### config.mk
export PLATFORM = sky130hd
export DESIGN_NAME = instruction_fetch_unit
export DESIGN_NICKNAME = d
export VERILOG_FILES = /design/src/rtl/instruction_fetch_unit.sv
export SDC_FILE = /design/constraint.sdc
export NUM_CORES = 1
export LEC_CHECK = 0
export ABC_AREA = 1
export ABC_CLOCK_PERIOD_IN_PS = 4500
export BUFFER_PORTS_ARGS = -buffer_cell sky130_fd_sc_hd__buf_2
export CAP_MARGIN = 10
export CORE_UTILIZATION = 60
export DETAILED_ROUTE_END_ITERATION = 7
export GPL_ROUTABILITY_DRIVEN = 0
export PLACE_DENSITY = 0.95
export SLEW_MARGIN = 20
export SYNTH_ARGS = -nofsm -noshare
export SYNTH_HDL_FRONTEND = slang
export SYNTH_SLANG_ARGS = --single-unit
### constraint.sdc
create_clock -name clk -period 4.5 [get_ports clk]
set_clock_uncertainty 0.05 [all_clocks]
set_input_delay 0.225 -clock clk [delete_from_list [all_inputs] [get_ports clk]]
set_output_delay 0.225 -clock clk [all_outputs]
set_load 0.02 [all_outputs]
### src/rtl/instruction_fetch_unit.sv
// Instruction fetch unit: issues req/ack reads at the current PC, buffers
// {instruction, pc} pairs in a 2-entry FIFO and steps the PC once per fetch.
module instruction_fetch_unit #(
    parameter int ADDR_WIDTH  = 8,
    parameter int INSTR_WIDTH = 16
) (
    input  logic                   clk,
    input  logic                   rst_n,
    input  logic [ADDR_WIDTH-1:0]  i_pc,
    input  logic                   i_jump_en,
    output logic                   o_pc_counter_en,
    output logic                   o_imem_req,
    output logic [ADDR_WIDTH-1:0]  o_imem_addr,
    input  logic                   i_imem_ack,
    input  logic [INSTR_WIDTH-1:0] i_imem_data,
    output logic                   o_instr_valid,
    output logic [INSTR_WIDTH-1:0] o_instr,
    output logic [ADDR_WIDTH-1:0]  o_instr_pc,
    input  logic                   i_instr_ready
);

    typedef enum logic [1:0] {IDLE, REQ, INCR, SETTLE} state_t;

    state_t                 state;
    logic [1:0]             count;
    logic [INSTR_WIDTH-1:0] tail_instr;
    logic [ADDR_WIDTH-1:0]  tail_pc;
    logic                   push;
    logic                   pop;

    // A jump overrides both FIFO ports so a flush never races a push or pop.
    assign push            = (state == REQ) & i_imem_ack & ~i_jump_en;
    assign pop             = o_instr_valid & i_instr_ready & ~i_jump_en;
    assign o_instr_valid   = (count != 2'd0);
    assign o_pc_counter_en = (state == INCR) & ~i_jump_en;

    always_ff @(posedge clk or negedge rst_n) begin
        if (!rst_n) begin
            state       <= IDLE;
            o_imem_req  <= 1'b0;
            o_imem_addr <= '0;
        end else begin
            case (state)
                IDLE, SETTLE: begin
                    if (i_jump_en) begin
                        state <= SETTLE;
                    end else if (count <= 2'd1) begin
                        state       <= REQ;
                        o_imem_req  <= 1'b1;
                        o_imem_addr <= i_pc;
                    end else begin
                        state <= IDLE;
                    end
                end
                REQ: begin
                    // Dropping req without an ack abandons the read.
                    if (i_jump_en) begin
                        state      <= SETTLE;
                        o_imem_req <= 1'b0;
                    end else if (i_imem_ack) begin
                        state      <= INCR;
                        o_imem_req <= 1'b0;
                    end
                end
                INCR: begin
                    state <= SETTLE;
                end
                default: begin
                    state      <= IDLE;
                    o_imem_req <= 1'b0;
                end
            endcase
        end
    end

    // Head entry lives directly in the output registers; zero when empty.
    always_ff @(posedge clk or negedge rst_n) begin
        if (!rst_n) begin
            count      <= 2'd0;
            o_instr    <= '0;
            o_instr_pc <= '0;
        end else if (i_jump_en) begin
            count      <= 2'd0;
            o_instr    <= '0;
            o_instr_pc <= '0;
        end else begin
            case ({push, pop})
                2'b10: begin
                    count <= count + 2'd1;
                    if (count == 2'd0) begin
                        o_instr    <= i_imem_data;
                        o_instr_pc <= o_imem_addr;
                    end
                end
                2'b01: begin
                    count <= count - 2'd1;
                    if (count == 2'd2) begin
                        o_instr    <= tail_instr;
                        o_instr_pc <= tail_pc;
                    end else begin
                        o_instr    <= '0;
                        o_instr_pc <= '0;
                    end
                end
                2'b11: begin
                    if (count == 2'd1) begin
                        o_instr    <= i_imem_data;
                        o_instr_pc <= o_imem_addr;
                    end else begin
                        o_instr    <= tail_instr;
                        o_instr_pc <= tail_pc;
                    end
                end
                default: begin
                    count <= count;
                end
            endcase
        end
    end

    // Tail is pure data; it is only read while count says it is occupied.
    always_ff @(posedge clk) begin
        if (push && ((count == 2'd1 && !pop) || (count == 2'd2 && pop))) begin
            tail_instr <= i_imem_data;
            tail_pc    <= o_imem_addr;
        end
    end

endmodule

==> results of run 1 <==
## layout make-up
cell class | instances | share of cell area, %
tap | 70 | 2.31
clock buffer | 11 | 3.46
multi-input combinational | 295 | 35.4
timing repair buffer | 66 | 8.97
inverter | 58 | 5.74
clock inverter | 5 | 0.758
sequential | 61 | 43.4
## power by group through the flow
stage	clock, W	sequential (W)	combinational, W
after floorplan	0	0.000836	0.000353
after global placement	0	0.000754	0.000580
after detailed placement	0	0.000760	0.000604
after CTS	0.000419	0.000749	0.000609
after global routing	0.000443	0.000761	0.000675
final	0.000418	0.000750	0.000610
## sequential cells by signal (all words and copies together), names as in the netlist
signal,cells
o_instr,16
count,2
tail_instr,16
o_instr_pc,8
o_imem_addr,8
o_imem_req,1
tail_pc,8
state,2
## worst max path at each step
stage	startpoint	slack, ns	to
CTS	count[1]	1.46	count[1]
detailed placement	count[1]	1.52	tail_instr[3]
floorplan	count[0]	1.77	tail_instr[0]
global placement	count[1]	1.64	tail_pc[5]
finish	count[1]	1.38	count[1]
global route	count[1]	1.20	count[1]
## per-layer routing
layer | share of wire [%] | GRT usage [%] | vias up | wire [um]
met2 | 50 | 49.4 | 166 | 4110
met1 | 39 | 37.5 | 1445 | 3240
met5 | 0 | 0 | - | 0
met4 | 2.9 | 12.3 | 0 | 237
met3 | 7.7 | 7.66 | 32 | 631
li1 | - | - | 1474 | -
## per-stage QoR
stage | hold slack [ns] | setup slack (ns)
floorplan | -0.121 | 1.77
finish | 0.0264 | 1.38
global route | 0.0118 | 1.20
detailed placement | 0.320 | 1.52
global placement | 0.315 | 1.64
CTS | 0.0185 | 1.46
## cells by family after synthesis
| logic type | after synthesis | share of synthesized area, % |
|---|---|---|
| compound gates | 18 | 3.11 |
| buf+inv | 78 | 10.4 |
| fa+ha+maj | 8 | 3.00 |
| flops | 61 | 49.4 |
| simple gates | 269 | 34.1 |
## cells in the mapped netlist (2+ instances only)
master	count	area (um2)
inv_2	5	18.8
buf_4	3	22.5
edfxtp_1	24	721
o21ai_0	6	30.0
nor2_4	2	22.5
nand2_1	134	503
clkbuf_1	2	7.51
buf_2	11	55.1
a21oi_1	9	45.0
ha_1	8	100
buf_6	4	45.0
nand3_1	72	360
nand2_2	5	31.3
inv_1	53	199
dfrtp_1	37	926
nor2_1	54	203
## critical path: stages, from the launching register on
cell and delay, ns:
dfrtp_1 0.38, inv_1 0.10, ha_1 0.22, inv_2 0.09, nand2_2 0.08, nor2_4 0.52
ha_1 0.90, inv_1 0.20, nand3_1 0.13, o21ai_0 0.10, nand2_1 0.10, o21ai_0 0.13
## cell usage in the layout, fill, tap and decap left out, types with 4 or more instances in the layout
cell type	count
a21oi_1	8
buf_2	63
clkbuf_8	9
clkinv_2	4
dfrtp_1	37
edfxtp_1	24
ha_1	8
inv_1	53
inv_2	5
nand2_1	134
nand2_2	5
nand3_1	72
nor2_1	54
o21ai_0	6
==> impl_metrics.csv, run 1 <==
group,metric,value,unit
run_status,outcome,"finished, final reports clean",
sta,grt_setup_unrepaired,"no",
clocking,post_cts.repair.setup_buffers,0,
placed_design,dp_area,3630,um2
final_layout,fin_util,72.5,%
sta,finalHoldViolCount,0,
floorplanning,die_h,76.6,um
clocking,cts_sinks,61,
worst_setup_path,critical_path.max_fanout,26,
placed_design,numPlacedInstances,549,
final_layout,filler_cells,390,
final_layout,layout-drive-gt1-share,19.2,%
sta,achievable-frequency,0.320,GHz
hold_path,worst_hold_path.endpoint,"tail_instr[15]",
logic_synthesis,synth.lib_cells_used.distinct,21,
worst_setup_path,worstSetupPathType,"flip-flop to flip-flop",
logic_synthesis,synth_flop_cell,"dfrtp_1",
worst_setup_path,reg2reg_slack,1.38,ns
power,p_clk_share,23.5,%
drt,per_cell_via_count_in_the_routed_design,5.51,
clocking,cts-htree-levels,3,
logic_synthesis,synth-edff-count,24,
hold_path,hold_path.class,"primary input to flip-flop",
power,irDropWorstVdd,0.310,mV
drt,detail_route.iter0.violations,335,
logic_synthesis,synth.ff_latch_count,61,
global_route,vias_in_the_first_global_route,2960,
global_route,antenna_found_initial,0,
clocking,insertion_delay,0.35,ns
placed_design,dp_hpwl,5290,um
final_layout,stdcell_area,3800,um2
final_layout,finish.cell_count_without_fillers,566,
power,combPwrFrac,34.3,%
hold_path,hold_depth,1,
final_layout,total_number_of_nets_in_the_final_design,528,
clocking,clock_tree_from_tritoncts,"yes",
final_layout,layout.area.seq,1650,um2
floorplanning,floorplan.die.width,76.6,um
logic_synthesis,syn-num-nets,471,
floorplanning,fp.coreArea,5240,um2
worst_setup_path,cp-start-kind,"flip-flop",
floorplanning,fp.dieArea,5860,um2
global_route,gr-usage-all-layers,29.9,%
final_layout,layout-area-overhead-vs-synth,13.8,%
clocking,post_cts_resized,0,
worst_setup_path,cp_data_arrival_time,3.28,ns
clocking,ctsLongestPathBuffers,2,
logic_synthesis,synth-warning-count,0,
power,leak,1.98,nW
worst_setup_path,cp-end-kind,"flip-flop",
run,maxCapViolations,0,
drt,detailed_routing_iterations_pass_1,5,
power,seq_power_share,42.2,%
drt,wl_per_cell,14.5,um
sta,timing.final.crit_period,3.12,ns
worst_setup_path,cp_data_required_time,4.66,ns
sta,setup_violations,0,
logic_synthesis,postSynthAreaPerCell,7.68,um2
power,fin_total_pwr,0.00178,W
floorplanning,io_pins,64,
clocking,clk_pin_slew_worst_paths,0.07,ns
sta,transition_time_of_the_tightest_slew_check_pin,0.949,ns
drt,routed_wirelength,8220,um
hold_path,min-delay-start,"i_imem_data[15]",
logic_synthesis,syn-instance-count,434,
worst_setup_path,crit-reg2reg-launch,"count[1]",
sta,final_max_slew_viol_count,0,
placed_design,port_buffers,63,
logic_synthesis,synth-seq-area-share,49.4,%
clocking,tritoncts.num_buffers,9,
final_layout,multi_input_area,1340,um2
sta,final.setup.tns,0,ns
drt,drc_errors,0,
logic_synthesis,syn-cell-area,3330,um2
worst_setup_path,worst_r2r_path_depth,11,
global_route,grt_pass1_wl,13700,um
power,power_density,468,nW/um2
global_route,grt_max_degree,38,
final_layout,num_antenna_cells,0,
floorplanning,rows,26,
clocking,cts-hold-fix-buffers,1,
drt,ant_nets,0,
drt,vias,3117,
worst_setup_path,r2r_end,"count[1]",
power,net-switching-power,0.000716,W
logic_synthesis,synthArstFlopShare,60.7,%
clocking,clockRootBuffer,"clkbuf_8",
power,internal-power,0.00106,W
power,netSwitchingFraction,40.3,%
sta,fin_crit_sh,69.3,%
global_route,global_route.overflow_total,0,
floorplanning,starting_density,63.7,%
sta,timing.max_slew.rel_slack,36.7,%
Power figures use the tool's default switching activity.
==> inputs of run 2 (changes only) <==
- ABC_CLOCK_PERIOD_IN_PS: 4500 -> 2950
- CORE_UTILIZATION: 60 -> 55
- PLACE_DENSITY: 0.95 -> 0.89
- clock period: 4.5 -> 2.95 ns (I/O delays scaled with it)
==> run 2 against run 1 <==
The flow now finishes with violations (DRC, hold timing); sequential share of layout area decreased by 3.1 points; non-clock buffer count rose by 24; core utilization fell by 0.43 points; fmax grew 32%; clock-buffer cell count up 2; combinational power grew 60%; hold slack lost 0.034 ns; power increased by 66%; cell count grew 4.6%; register-to-register slack lost 0.79 ns; critical path depth stayed put; wire length is 8.8% higher; critical endpoint is now o_instr_pc[6]; largest power group unchanged.
==> impl_metrics.csv, run 2 (synthesis results as in run 1) <==
group,metric,value,unit
sta,setup_violations,0,
global_route,gr-usage-all-layers,30.5,%
run_status,violations,"DRC, hold timing",
clocking,insertion_delay,0.35,ns
global_route,grt_pass1_wl,14700,um
power,leak,2.11,nW
worst_setup_path,cp_slowest_stage_delay,0.40,ns
final_layout,layout_common_cells,"nand2_1 (134), nand3_1 (72), buf_2 (63), nor2_1 (54), inv_1 (53)",
clocking,cts-hold-fix-buffers,21,
floorplanning,fp.dieArea,6380,um2
floorplanning,floorplan.die.width,79.9,um
drt,detailed_routing_iterations_pass_1,8,
power,fin_total_pwr,0.00295,W
sta,timing.max_slew.rel_slack,44.5,%
worst_setup_path,timing.critical_path.cells,"inv_1 -> ha_1 -> inv_2 -> nand2_2 -> nor2_4 -> ha_1 -> nand2_2 -> nand3_2 -> nor2_1 -> nand2_1 -> nand2_1",
clocking,post_cts_resized,0,
drt,wl_per_cell,15.1,um
clocking,tritoncts.num_buffers,9,
final_layout,filler_cells,421,
final_layout,layout-area-overhead-vs-synth,22.6,%
global_route,antenna_found_initial,0,
floorplanning,io_pins,64,
run,maxCapViolations,0,
sta,hold_slack,-0.00715,ns
floorplanning,starting_density,58.8,%
sta,fin_crit_sh,80.1,%
drt,ant_nets,0,
final_layout,multi_input_area,1340,um2
worst_setup_path,cp-start-kind,"flip-flop",
sta,final_max_slew_viol_count,0,
sta,transition_time_of_the_tightest_slew_check_pin,0.832,ns
clocking,cts-htree-levels,3,
global_route,global_route.overflow_total,0,
global_route,grt_max_degree,38,
power,irDropWorstVdd,0.521,mV
sta,grt_setup_unrepaired,"no",
global_route,vias_in_the_first_global_route,3273,
worst_setup_path,cp_data_required_time,3.19,ns
clocking,clock_tree_from_tritoncts,"yes",
drt,detail_route.iter0.violations,512,
floorplanning,rows,27,
hold_path,hold_path.class,"primary input to flip-flop",
drt,vias,3294,
placed_design,dp_hpwl,5310,um
worst_setup_path,cp_data_arrival_time,2.61,ns
worst_setup_path,worst_r2r_path_depth,11,
run_status,outcome,"complete, but fails checks",
clocking,ctsLongestPathBuffers,2,
placed_design,port_buffers,63,
placed_design,placement.setup.worst_slack,0.677,ns
clocking,post_cts.repair.setup_buffers,0,
sta,final_setup_slack_of_the_worst_path,0.586,ns
sta,achievable-frequency,0.423,GHz
final_layout,layout-drive-gt1-share,19.2,%
final_layout,layout_commonest_cell,"nand2_1",
worst_setup_path,critical_path.max_fanout,22,
final_layout,layout.area.seq,1650,um2
clocking,cts_sinks,61,
worst_setup_path,worstSetupPathType,"flip-flop to flip-flop",
final_layout,num_antenna_cells,0,
final_layout,total_number_of_nets_in_the_final_design,552,
drt,routed_wirelength,8940,um
hold_path,hold_depth,3,
sta,finalHoldViolCount,1,
final_layout,finish.cell_count_without_fillers,592,
worst_setup_path,cp-end-kind,"flip-flop",
placed_design,numPlacedInstances,555,
drt,per_cell_via_count_in_the_routed_design,5.56,
floorplanning,fp.coreArea,5680,um2
final_layout,largest_registers_ranked_by_flip_flop_count,"o_instr x16, tail_instr x16",
worst_setup_path,worst_path_max_delay_cell,"nand3_2",
floorplanning,die_h,79.9,um
sta,final.setup.tns,0,ns
drt,drc_errors,2,
clocking,clk_pin_slew_worst_paths,0.07,ns
clocking,clockRootBuffer,"clkbuf_8",
power,power_density,721,nW/um2
sta,timing.final.crit_period,2.36,ns
-- run 2: cell count changes in the layout (fill, tap and decap cells not counted), sizes merged --
cell	change
dlygate4sd3	+20
clkinv	-3
buf	+4
bufinv	+1
clkbuf	+2
-- run 2: where the power goes --
| part | total [W] | internal (W) | switching [W] |
|---|---|---|---|
| clock | 0.000823 | 0.000485 | 0.000338 |
| sequential | 0.00115 | 0.00104 | 0.000107 |
| combinational | 0.000977 | 0.000304 | 0.000673 |
-- run 2: stage by stage --
| stage | util, % | area, um2 |
|---|---|---|
| after global placement | 64.5 | 3660 |
| after CTS | 72.0 | 4090 |
| final | 72.0 | 4090 |
| after floorplan | - | 3330 |
| after detailed placement | 64.5 | 3660 |
| after global routing | 72.0 | 4090 |
-- run 2: worst paths after layout --
| kind | from | to | slack (ns) |
|---|---|---|---|
| max | count[0] | o_instr_pc[6] | 0.59 |
| min | i_pc[4] | o_imem_addr[4] | -0.007 |
| min in group asynchronous | rst_n | o_instr[1] | 0.38 |
| min reg2reg | o_instr[13] | o_instr[13] | 0.42 |
| max reg2reg | count[0] | o_instr_pc[6] | 0.59 |
| max in group asynchronous | rst_n | count[1] | 1.94 |
-- run 2: cell type report --
cell class	count	share of cell area, %
clock buffer	13	4.41
sequential	61	40.3
timing repair buffer	90	14.0
tap	72	2.20
multi-input combinational	295	32.9
inverter	58	5.32
clock inverter	3	0.979
-- run 2: worst max-delay path, delay by kind of cell (launching register included) --
| family | cells | cell delay [ns] |
|---|---|---|
| fa+ha+maj | 2 | 0.50 |
| buf+inv | 2 | 0.17 |
| flops | 1 | 0.36 |
| simple gates | 7 | 1.21 |
-- run 2: per-layer routing --
metal | vias up | routed length [um] | share of wire [%] | GRT usage (%)
met1 | 1511 | 3430 | 38 | 35.9
met5 | - | 0 | 0 | 0
met2 | 220 | 4330 | 48 | 50.3
li1 | 1519 | - | - | -
met3 | 44 | 824 | 9.2 | 6.40
met4 | 0 | 356 | 4.0 | 19.6
==> inputs of run 3 (changes only) <==
- ABC_CLOCK_PERIOD_IN_PS: 2950 -> 2200
- clock period: 2.95 -> 2.2 ns (I/O delays scaled with it)
==> run 3 against run 2 <==
The run now ends clean; clock-buffer cell count unchanged; combinational power increased by 39%; critical endpoint is now o_instr[11]; sequential share of layout area decreased by 0.68 points; die area unchanged; register-to-register slack got worse by 0.43 ns; wire length increased by 0.27%; largest cell class unchanged; power increased by 29%; cell count increased by 1.5%.
==> impl_metrics.csv, run 3 (synthesis results as in run 1) <==
group,metric,value,unit
power,net-switching-power,0.00149,W
worst_setup_path,cp_data_required_time,2.43,ns
clocking,ctsLongestPathBuffers,2,
final_layout,num_antenna_cells,0,
sta,setup_violations,0,
global_route,grt_pass1_wl,14400,um
final_layout,layout_common_cells,"nand2_1 (134), nand3_1 (72), buf_2 (63), nor2_1 (54), inv_1 (53)",
drt,vias,3306,
hold_path,hold_path.class,"primary input to flip-flop",
clocking,cts_sinks,61,
sta,grt_setup_unrepaired,"no",
floorplanning,fp.coreArea,5680,um2
placed_design,placement.setup.worst_slack,0.205,ns
sta,fin_crit_sh,93.0,%
drt,detailed_routing_iterations_pass_1,8,
run,maxCapViolations,0,
power,leak,2.14,nW
power,netSwitchingFraction,39.4,%
drt,routed_wirelength,8970,um
drt,ant_nets,0,
placed_design,port_buffers,63,
floorplanning,io_pins,64,
clocking,clockRootBuffer,"clkbuf_8",
floorplanning,die_h,79.9,um
power,fin_total_pwr,0.00379,W
sta,timing.final.crit_period,2.04,ns
final_layout,layout-area-overhead-vs-synth,24.7,%
sta,final_setup_slack_of_the_worst_path,0.155,ns
floorplanning,floorplan.die.width,79.9,um
sta,achievable-frequency,0.489,GHz
floorplanning,rows,27,
placed_design,dp_hpwl,5440,um
power,internal-power,0.00230,W
worst_setup_path,critical_path.max_fanout,22,
global_route,vias_in_the_first_global_route,3139,
final_layout,layout-drive-gt1-share,19.7,%
drt,drc_errors,0,
sta,hold_slack,0.0514,ns
clocking,clock_tree_from_tritoncts,"yes",
drt,detail_route.iter0.violations,503,
worst_setup_path,cp-start-kind,"flip-flop",
power,combPwrFrac,36.0,%
power,irDropWorstVdd,0.671,mV
global_route,antenna_found_initial,0,
floorplanning,fp.dieArea,6380,um2
sta,finalHoldViolCount,0,
power,seq_power_share,40.6,%
worst_setup_path,worstSetupPathType,"flip-flop to flip-flop",
global_route,global_route.overflow_total,0,
clocking,clk_pin_slew_worst_paths,0.06,ns
sta,final_max_slew_viol_count,0,
drt,wl_per_cell,14.9,um
floorplanning,starting_density,58.8,%
power,p_clk_share,23.4,%
worst_setup_path,cp-end-kind,"flip-flop",
final_layout,filler_cells,399,
sta,timing.max_slew.rel_slack,44.2,%
drt,per_cell_via_count_in_the_routed_design,5.50,
power,power_density,911,nW/um2
clocking,cts-htree-levels,3,
clocking,post_cts.repair.setup_buffers,0,
final_layout,total_number_of_nets_in_the_final_design,562,
worst_setup_path,cp_data_arrival_time,2.27,ns
clocking,tritoncts.num_buffers,9,
sta,final.setup.tns,0,ns
global_route,gr-usage-all-layers,30.1,%
global_route,grt_max_degree,38,
run_status,outcome,"finished, final reports clean",
final_layout,fin_util,73.3,%
final_layout,layout_commonest_cell,"nand2_1",
final_layout,largest_registers_ranked_by_flip_flop_count,"o_instr x16, tail_instr x16",
sta,transition_time_of_the_tightest_slew_check_pin,0.837,ns
clocking,insertion_delay,0.34,ns
-- run 3: changes by cell type in the layout (fill, tap and decap cells not counted) --
cell / before / now
bufinv_16: 1 / 0
a21oi_4: 1 / 2
buf_4: 6 / 9
buf_12: 0 / 2
dlygate4sd3_1: 21 / 25
clkbuf_1: 1 / 2
buf_6: 0 / 1
a21oi_2: 1 / 0
clkbuf_16: 1 / 0
-- run 3: final cells by class --
cell class                 count  area (um2)  share of cell area (%)
clock inverter                 2        10.0                   0.241
sequential                    61        1650                    39.6
tap                           72        90.1                    2.17
timing repair buffer         100         684                    16.5
clock buffer                  13         159                    3.82
multi-input combinational    295        1350                    32.5
inverter                      58         218                    5.23
-- run 3: routing by layer --
layer | part of all wire, % | track usage, % | vias to the layer above
met4 | 3.7 | 14.6 | 0
met2 | 50 | 50.3 | 231
met3 | 10 | 7.54 | 48
li1 | - | - | 1533
met1 | 36 | 36.0 | 1494
met5 | 0 | 0 | -
-- run 3: worst max-delay path, cell delays in order (launching register included) --
cell and delay, ns:
dfrtp_1 0.38, inv_1 0.09, ha_1 0.21, nor2_1 0.12
nand2_1 0.15, ha_1 0.26, nand2_2 0.12, nand3_2 0.09
buf_6 0.18, nor2_1 0.17, nand2_1 0.10, nand2_1 0.07
-- run 3: worst paths after layout --
path | cells past startpoint | end | slack (ns) | startpoint
max | 11 | o_instr[11] | 0.16 | count[1]
min | 4 | state[1] | 0.05 | i_imem_ack
max reg2reg | 11 | o_instr[11] | 0.16 | count[1]
min reg2reg | 2 | o_instr[13] | 0.42 | o_instr[13]
max in group asynchronous | 2 | count[0] | 1.21 | rst_n
min in group asynchronous | 2 | o_instr[1] | 0.35 | rst_n
-- run 3: timing repair --
action / in CTS / in global routing
hold endpoints to repair: 61 / 0
resized for setup: 0 / 1
hold buffers: 25 / 0
setup endpoints to repair: 0 / 1
-- run 3: metrics by stage --
stage               cells  cell area (um2)
detailed placement    561             3740
floorplan             434             3350
finish                601             4160
global route          601             4160
global placement      561             3740
CTS                   601             4160
-- run 3: power by group through the flow --
stage | combinational (W) | clock [W] | sequential, W
global route | 0.00150 | 0.000937 | 0.00156
finish | 0.00136 | 0.000886 | 0.00154
floorplan | 0.000727 | 0 | 0.00171
global placement | 0.00124 | 0 | 0.00154
detailed placement | 0.00129 | 0 | 0.00155
CTS | 0.00133 | 0.000885 | 0.00153
